File: config.mk
export PLATFORM = sky130hd
export DESIGN_NAME = alu_seq
export DESIGN_NICKNAME = d
export VERILOG_FILES = /design/src/rtl/alu_seq.sv
export SDC_FILE = /design/constraint.sdc
export NUM_CORES = 1
export LEC_CHECK = 0
export ABC_CLOCK_PERIOD_IN_PS = 2700
export CORE_UTILIZATION = 45
export DETAILED_ROUTE_END_ITERATION = 6
export GPL_TIMING_DRIVEN = 0
export PLACE_DENSITY = 0.66
export SLEW_MARGIN = 40
export SYNTH_ARGS = -nofsm -noshare
export SYNTH_HDL_FRONTEND = slang
export SYNTH_SLANG_ARGS = --single-unit
File: constraint.sdc
create_clock -name clk -period 2.7 [get_ports clk]
set_clock_uncertainty 0.2 [all_clocks]
set_input_delay 0.27 -clock clk [delete_from_list [all_inputs] [get_ports clk]]
set_output_delay 0.27 -clock clk [all_outputs]
set_load 0.02 [all_outputs]
File: src/rtl/alu_seq.sv
// Sequential ALU: single-cycle logic/arith ops, iterative MUL/DIV/MOD.
// Registered result and flags behind valid/ready handshakes.
module alu_seq #(
    parameter int WIDTH = 8
) (
    input  logic             clk,
    input  logic             rst,
    input  logic             in_valid,
    output logic             in_ready,
    input  logic [WIDTH-1:0] a,
    input  logic [WIDTH-1:0] b,
    input  logic [3:0]       op,
    output logic             out_valid,
    input  logic             out_ready,
    output logic [WIDTH-1:0] result,
    output logic             zero,
    output logic             carry,
    output logic             overflow,
    output logic             negative
);
    localparam int SW = $clog2(WIDTH);
    localparam logic [SW-1:0] LAST = SW'(WIDTH - 1);
    localparam logic [WIDTH-1:0] ONE = WIDTH'(1);
    localparam logic [WIDTH-1:0] ONES = '1;
    localparam logic [WIDTH-1:0] MINV = {1'b1, {(WIDTH-1){1'b0}}};
    localparam logic [WIDTH-1:0] MAXP = {1'b0, {(WIDTH-1){1'b1}}};

    localparam logic [3:0] OP_ADD = 4'd0;
    localparam logic [3:0] OP_SUB = 4'd1;
    localparam logic [3:0] OP_AND = 4'd2;
    localparam logic [3:0] OP_OR  = 4'd3;
    localparam logic [3:0] OP_XOR = 4'd4;
    localparam logic [3:0] OP_NOT = 4'd5;
    localparam logic [3:0] OP_NEG = 4'd6;
    localparam logic [3:0] OP_SHL = 4'd7;
    localparam logic [3:0] OP_SHR = 4'd8;
    localparam logic [3:0] OP_SAR = 4'd9;
    localparam logic [3:0] OP_INC = 4'd10;
    localparam logic [3:0] OP_DEC = 4'd11;
    localparam logic [3:0] OP_MUL = 4'd12;
    localparam logic [3:0] OP_CMP = 4'd13;
    localparam logic [3:0] OP_DIV = 4'd14;
    localparam logic [3:0] OP_MOD = 4'd15;

    typedef enum logic [1:0] {IDLE, BUSY, DONE} state_t;

    state_t               state_q, state_d;
    logic [3:0]           op_q;
    logic [WIDTH-1:0]     a_q, b_q;
    logic [2*WIDTH-1:0]   p_q, p_d;
    logic [SW-1:0]        cnt_q;
    logic                 multi, last;

    logic [SW-1:0]        s;
    logic [WIDTH:0]       sum, dif, shl, shr, sar;
    logic [WIDTH-1:0]     r;
    logic                 c, v, z, n;

    logic [WIDTH:0]       mul_sum, shifted;
    logic [2*WIDTH-1:0]   mul_next, div_next;
    logic [WIDTH-1:0]     rem_next, m_r;
    logic                 ge, m_c;

    assign in_ready  = (state_q == IDLE);
    assign out_valid = (state_q == DONE);
    assign multi = (op == OP_MUL) || (op == OP_DIV) || (op == OP_MOD);
    assign last  = (cnt_q == LAST);

    always_comb begin
        s   = b[SW-1:0];
        sum = {1'b0, a} + {1'b0, b};
        dif = {1'b0, a} - {1'b0, b};
        shl = {1'b0, a} << s;
        shr = {a, 1'b0} >> s;
        sar = $signed({a, 1'b0}) >>> s;
        r = '0;
        c = 1'b0;
        v = 1'b0;
        unique case (op)
            OP_ADD: begin
                r = sum[WIDTH-1:0];
                c = sum[WIDTH];
                v = (a[WIDTH-1] == b[WIDTH-1]) && (r[WIDTH-1] != a[WIDTH-1]);
            end
            OP_SUB, OP_CMP: begin
                r = dif[WIDTH-1:0];
                c = dif[WIDTH];
                v = (a[WIDTH-1] != b[WIDTH-1]) && (r[WIDTH-1] != a[WIDTH-1]);
            end
            OP_AND: r = a & b;
            OP_OR:  r = a | b;
            OP_XOR: r = a ^ b;
            OP_NOT: r = ~a;
            OP_NEG: begin
                r = '0 - a;
                v = (a == MINV);
            end
            OP_SHL: begin
                r = shl[WIDTH-1:0];
                c = shl[WIDTH];
            end
            OP_SHR: begin
                r = shr[WIDTH:1];
                c = shr[0];
            end
            OP_SAR: begin
                r = sar[WIDTH:1];
                c = sar[0];
            end
            OP_INC: begin
                r = a + ONE;
                c = (a == ONES);
                v = (a == MAXP);
            end
            OP_DEC: begin
                r = a - ONE;
                c = (a == '0);
                v = (a == MINV);
            end
            default: r = '0;
        endcase
        z = (r == '0);
        n = r[WIDTH-1];
        // CMP reports a, but its zero/negative reflect a-b
        if (op == OP_CMP) r = a;
    end

    always_comb begin
        mul_sum  = {1'b0, p_q[2*WIDTH-1:WIDTH]}
                 + (p_q[0] ? {1'b0, a_q} : '0);
        mul_next = {mul_sum, p_q[WIDTH-1:1]};
        shifted  = {p_q[2*WIDTH-1:WIDTH], p_q[WIDTH-1]};
        ge       = (shifted >= {1'b0, b_q});
        rem_next = WIDTH'(ge ? shifted - {1'b0, b_q} : shifted);
        div_next = {rem_next, p_q[WIDTH-2:0], ge};
        p_d      = (op_q == OP_MUL) ? mul_next : div_next;
        unique case (op_q)
            OP_MUL:  m_r = mul_next[WIDTH-1:0];
            OP_DIV:  m_r = div_next[WIDTH-1:0];
            default: m_r = div_next[2*WIDTH-1:WIDTH];
        endcase
        m_c = (op_q == OP_MUL) ? |mul_next[2*WIDTH-1:WIDTH] : (b_q == '0);
    end

    always_ff @(posedge clk or posedge rst) begin
        if (rst) state_q <= IDLE;
        else     state_q <= state_d;
    end

    always_comb begin
        state_d = state_q;
        unique case (state_q)
            IDLE: if (in_valid) state_d = multi ? BUSY : DONE;
            BUSY: if (last) state_d = DONE;
            DONE: if (out_ready) state_d = IDLE;
            default: state_d = IDLE;
        endcase
    end

    always_ff @(posedge clk or posedge rst) begin
        if (rst) begin
            a_q      <= '0;
            b_q      <= '0;
            op_q     <= '0;
            p_q      <= '0;
            cnt_q    <= '0;
            result   <= '0;
            zero     <= 1'b0;
            carry    <= 1'b0;
            overflow <= 1'b0;
            negative <= 1'b0;
        end else if (in_ready && in_valid) begin
            a_q   <= a;
            b_q   <= b;
            op_q  <= op;
            cnt_q <= '0;
            p_q   <= {{WIDTH{1'b0}}, (op == OP_MUL) ? b : a};
            if (!multi) begin
                result   <= r;
                zero     <= z;
                carry    <= c;
                overflow <= v;
                negative <= n;
            end
        end else if (state_q == BUSY) begin
            p_q   <= p_d;
            cnt_q <= cnt_q + SW'(1);
            if (last) begin
                result   <= m_r;
                zero     <= (m_r == '0);
                carry    <= m_c;
                overflow <= 1'b0;
                negative <= m_r[WIDTH-1];
            end
        end
    end
endmodule

==> impl_metrics.toml <==
[pwr]
internal_power_mw = 3.92
powerDensity_mw_per_mm2 = 888
pwr-share-comb = 0.711
seq_power_share = 0.196
ir_drop_mv = 0.408
p_sw_mw = 3.57
p_total_mw = 7.49
p_sw_frac = 0.476
clock_power_share = 0.092
p_leak_nw = 3.51

[clocking]
cts.sinks = 53
cts_tree = "yes"
clkLatencyLatePin_ns = 0.30
h-tree-depth = 2
cts-root-buf = "clkbuf_16"
clk_path_buf_depth = 2
cts_buffers = 5
clk_pin_slew_ns = 0.07
cts-hold-fix-buffers = 0

[global_routing]
grt_first_pass_wirelength_um = 39400
grt_pass1_vias = 6891
antenna_found_initial = 0
grt_overflow = 0
grt_max_degree = 31
grt_use_total = 0.369

[timing]
finalWorstSetupSlack_ns = -0.225
max_slew.worst_pin.slew_ns = 0.856
timing.hold.ws_ns = 0.0955
final-setup-viol-count = 7
final-hold-violation-count = 0
fin_crit_ns = 2.93
setup-tns-final_ns = -0.569
slew_headroom = 0.425
rsz0062_at_grt = "true"
fmax_mhz = 342
drv_slew = 0
fin_crit_sh = 1.08

[critical_path]
startpoint_type = "flop"
critPathBufInv = 3
crit_family = "compound AO/OA/AOI/OAI gates"
crit_arrival_ns = 2.96
critPathKind = "flop to flop"
cp-end-kind = "flop"
required_ns = 2.73
worst_path_most_repeated_cell = "inv_2"
crit_slowest_cell = "or4_1"
crit_fanout = 3
crit_chain = "inv_2 -> ha_4 -> inv_2 -> fa_2 -> a21o_1 -> a21oi_2 -> o21bai_1 -> a21oi_1 -> xor2_1 -> buf_4 -> o2111ai_2 -> or4_1 -> nand3_1"
cp_slowest_stage_delay_ns = 0.43

[synth]
synth_top_area_frac = 0.216
synth_cells = 777
syn_nets = 853
synth-edff-count = 0
synth_warnings = 0
synth.avg_cell_area_um2 = 7.89
syn_area_mm2 = 0.00613
synth_area_leaders = "dfrtp_1 (22%), ha_1 (9.8%), nand2_1 (5.5%)"
yosysSeqAreaShare = 0.216
ys.flop_type = "dfrtp_1"
synth_largest_area_cell = "dfrtp_1"
ys_seq_elements = 53
synthDistinctLibCells = 80
async_reset_ff_frac = 1.00

[outcome]
violations = "setup timing"
status = "finished with violations"

[die]
fp.dieW_um = 119
start_util = 0.463
dieArea_mm2 = 0.0141
die_h_um = 119
core_mm2 = 0.0132
ioPinCount = 38
rows = 42

[detailed_routing]
routedWlPerCell_um = 24.5
viasPerCell = 6.57
drt_pre_antenna_iters = 5
drc = 0
vias = 7058
ant_nets = 0
drt_wl_total_um = 26400
drt_iter0_markers = 652

[flow_run]
max_cap_viol_count = 0

[cells_and_area]
fillers = 1137
n_antenna_cell = 0
final_layout_size_suffix_gt1_frac = 0.306
syn_to_final_growth_pct = 37.6
finalNetCount = 974

[placement]
gp_congestion = 1.01
post-dp-hpwl_um = 19000
portBuffers = 37

[min_path]
hold_path_class = "input port to asynchronous set/reset pin"
[timing repair]
action,4_1_cts,5_1_grt
endpoints found under the hold margin,0,0
resized for setup,196,85
pin swaps,53,46
buffers inserted,47,31
setup endpoints to repair,25,19
[worst register-to-register path: cells and delay by family (launching register included)]
kind | cells | cell delay, ns
buffers and inverters | 3 | 0.29
flip-flops | 1 | 0.39
AO/OA/AOI/OAI | 5 | 0.78
AND/OR/NAND/NOR | 2 | 0.53
adder cells (fa/ha/maj) | 2 | 0.51
XOR/XNOR | 1 | 0.16
[final timing paths]
check	slack [ns]	depth (start not counted)	start	to
min in group clk	0.12	3	b[3]	b_q[3]
setup reg to reg	-0.23	13	p_q[7]	zero
setup / recovery	-0.23	13	p_q[7]	zero
hold reg to reg	0.28	1	result[4]	result[4]
hold / removal	0.1	2	rst	overflow
max in group asynchronous	1.71	3	rst	p_q[0]
[synth_stat cells, drive strengths merged, types with 7 or more instances]
| library cell | number |
|---|---|
| a211oi | 17 |
| a21o | 10 |
| a21oi | 53 |
| a221oi | 8 |
| a22o | 9 |
| a31oi | 9 |
| and2 | 14 |
| and3 | 7 |
| buf | 20 |
| clkbuf | 34 |
| dfrtp | 53 |
| ha | 48 |
| inv | 37 |
| mux2i | 22 |
| mux4 | 7 |
| nand2 | 90 |
| nand2b | 8 |
| nand3 | 14 |
| nand4 | 7 |
| nor2 | 51 |
| nor2b | 18 |
| nor3 | 19 |
| nor4 | 9 |
| o211ai | 15 |
| o21ai | 60 |
| o21bai | 8 |
| o31ai | 8 |
| or3 | 8 |
| xnor2 | 21 |
[flip-flops by register name (all words and copies together), names as in the netlist]
register / cells
a_q: 8
b_q: 8
carry: 1
cnt_q: 3
negative: 1
op_q: 4
overflow: 1
p_q: 16
result: 8
state_q: 2
zero: 1
[placed cells by master, fill, tap and decap left out, types with 8 or more instances in the layout]
cell,netlist,final
nand3_1,13,13
nand2_1,90,89
ha_1,48,27
a21o_1,10,10
a211oi_1,17,10
ha_4,0,17
buf_6,0,9
o211ai_1,14,14
buf_4,2,76
nor2_1,51,47
dfrtp_1,53,48
mux2i_1,22,21
buf_2,14,13
a21oi_2,0,8
a22o_1,9,9
clkbuf_1,34,19
nand2b_1,8,8
clkinvlp_4,0,8
o21ai_0,56,48
inv_1,37,21
xnor2_1,21,18
nor3_1,16,13
nor2b_1,18,18
clkdlybuf4s50_1,0,19
clkbuf_2,0,9
a21oi_1,53,43
nor4_1,9,8
and2_1,12,9
[cells by family after synthesis]
family | count (synthesis) | share of synthesized area
AO/OA/AOI/OAI | 259 | 0.293
XOR/XNOR | 27 | 0.0386
adder cells (fa/ha/maj) | 52 | 0.111
buffers and inverters | 92 | 0.0604
flip-flops | 53 | 0.216
multiplexers | 34 | 0.0708
AND/OR/NAND/NOR | 260 | 0.210
[final cells by class]
class	count	area, µm²	area share
multi-input cells	632	5170	0.613
flip-flops and latches	53	1330	0.158
repair buffers	115	980	0.116
plain buffers	53	388	0.0460
well taps	176	220	0.0261
inverters	38	190	0.0225
clock buffers	6	139	0.0165
clock inverters	2	17.5	0.00208
[metal layers]
metal | share of wire | GRT usage | vias up | wire length [µm]
met1 | 0.38 | 0.435 | 3442 | 10000
met5 | 0 | 0 | - | 0
li1 | - | - | 3120 | -
met4 | 0.072 | 0.236 | 0 | 1890
met2 | 0.48 | 0.636 | 380 | 12700
met3 | 0.066 | 0.0391 | 116 | 1750
[through the flow]
step | utilization | setup WS [ns] | instances | instance area [µm²]
finish | 0.637 | -0.225 | 1075 | 8440
CTS | 0.592 | -0.151 | 1044 | 7840
detailed placement | 0.514 | -1.69 | 991 | 6810
global placement | 0.511 | -1.69 | 990 | 6770
floorplan | - | -0.0114 | 777 | 6180
global route | 0.637 | -0.325 | 1075 | 8440
[power groups by stage]
stage / logic [mW] / registers, mW / clock network, mW
finish: 5.33 / 1.47 / 0.691
global route: 5.66 / 1.51 / 0.728
CTS: 4.48 / 1.44 / 0.696
detailed placement: 3.76 / 1.45 / 0
global placement: 3.69 / 1.43 / 0
floorplan: 2.62 / 1.44 / 0
No activity file was read; power rests on OpenSTA's default activity.
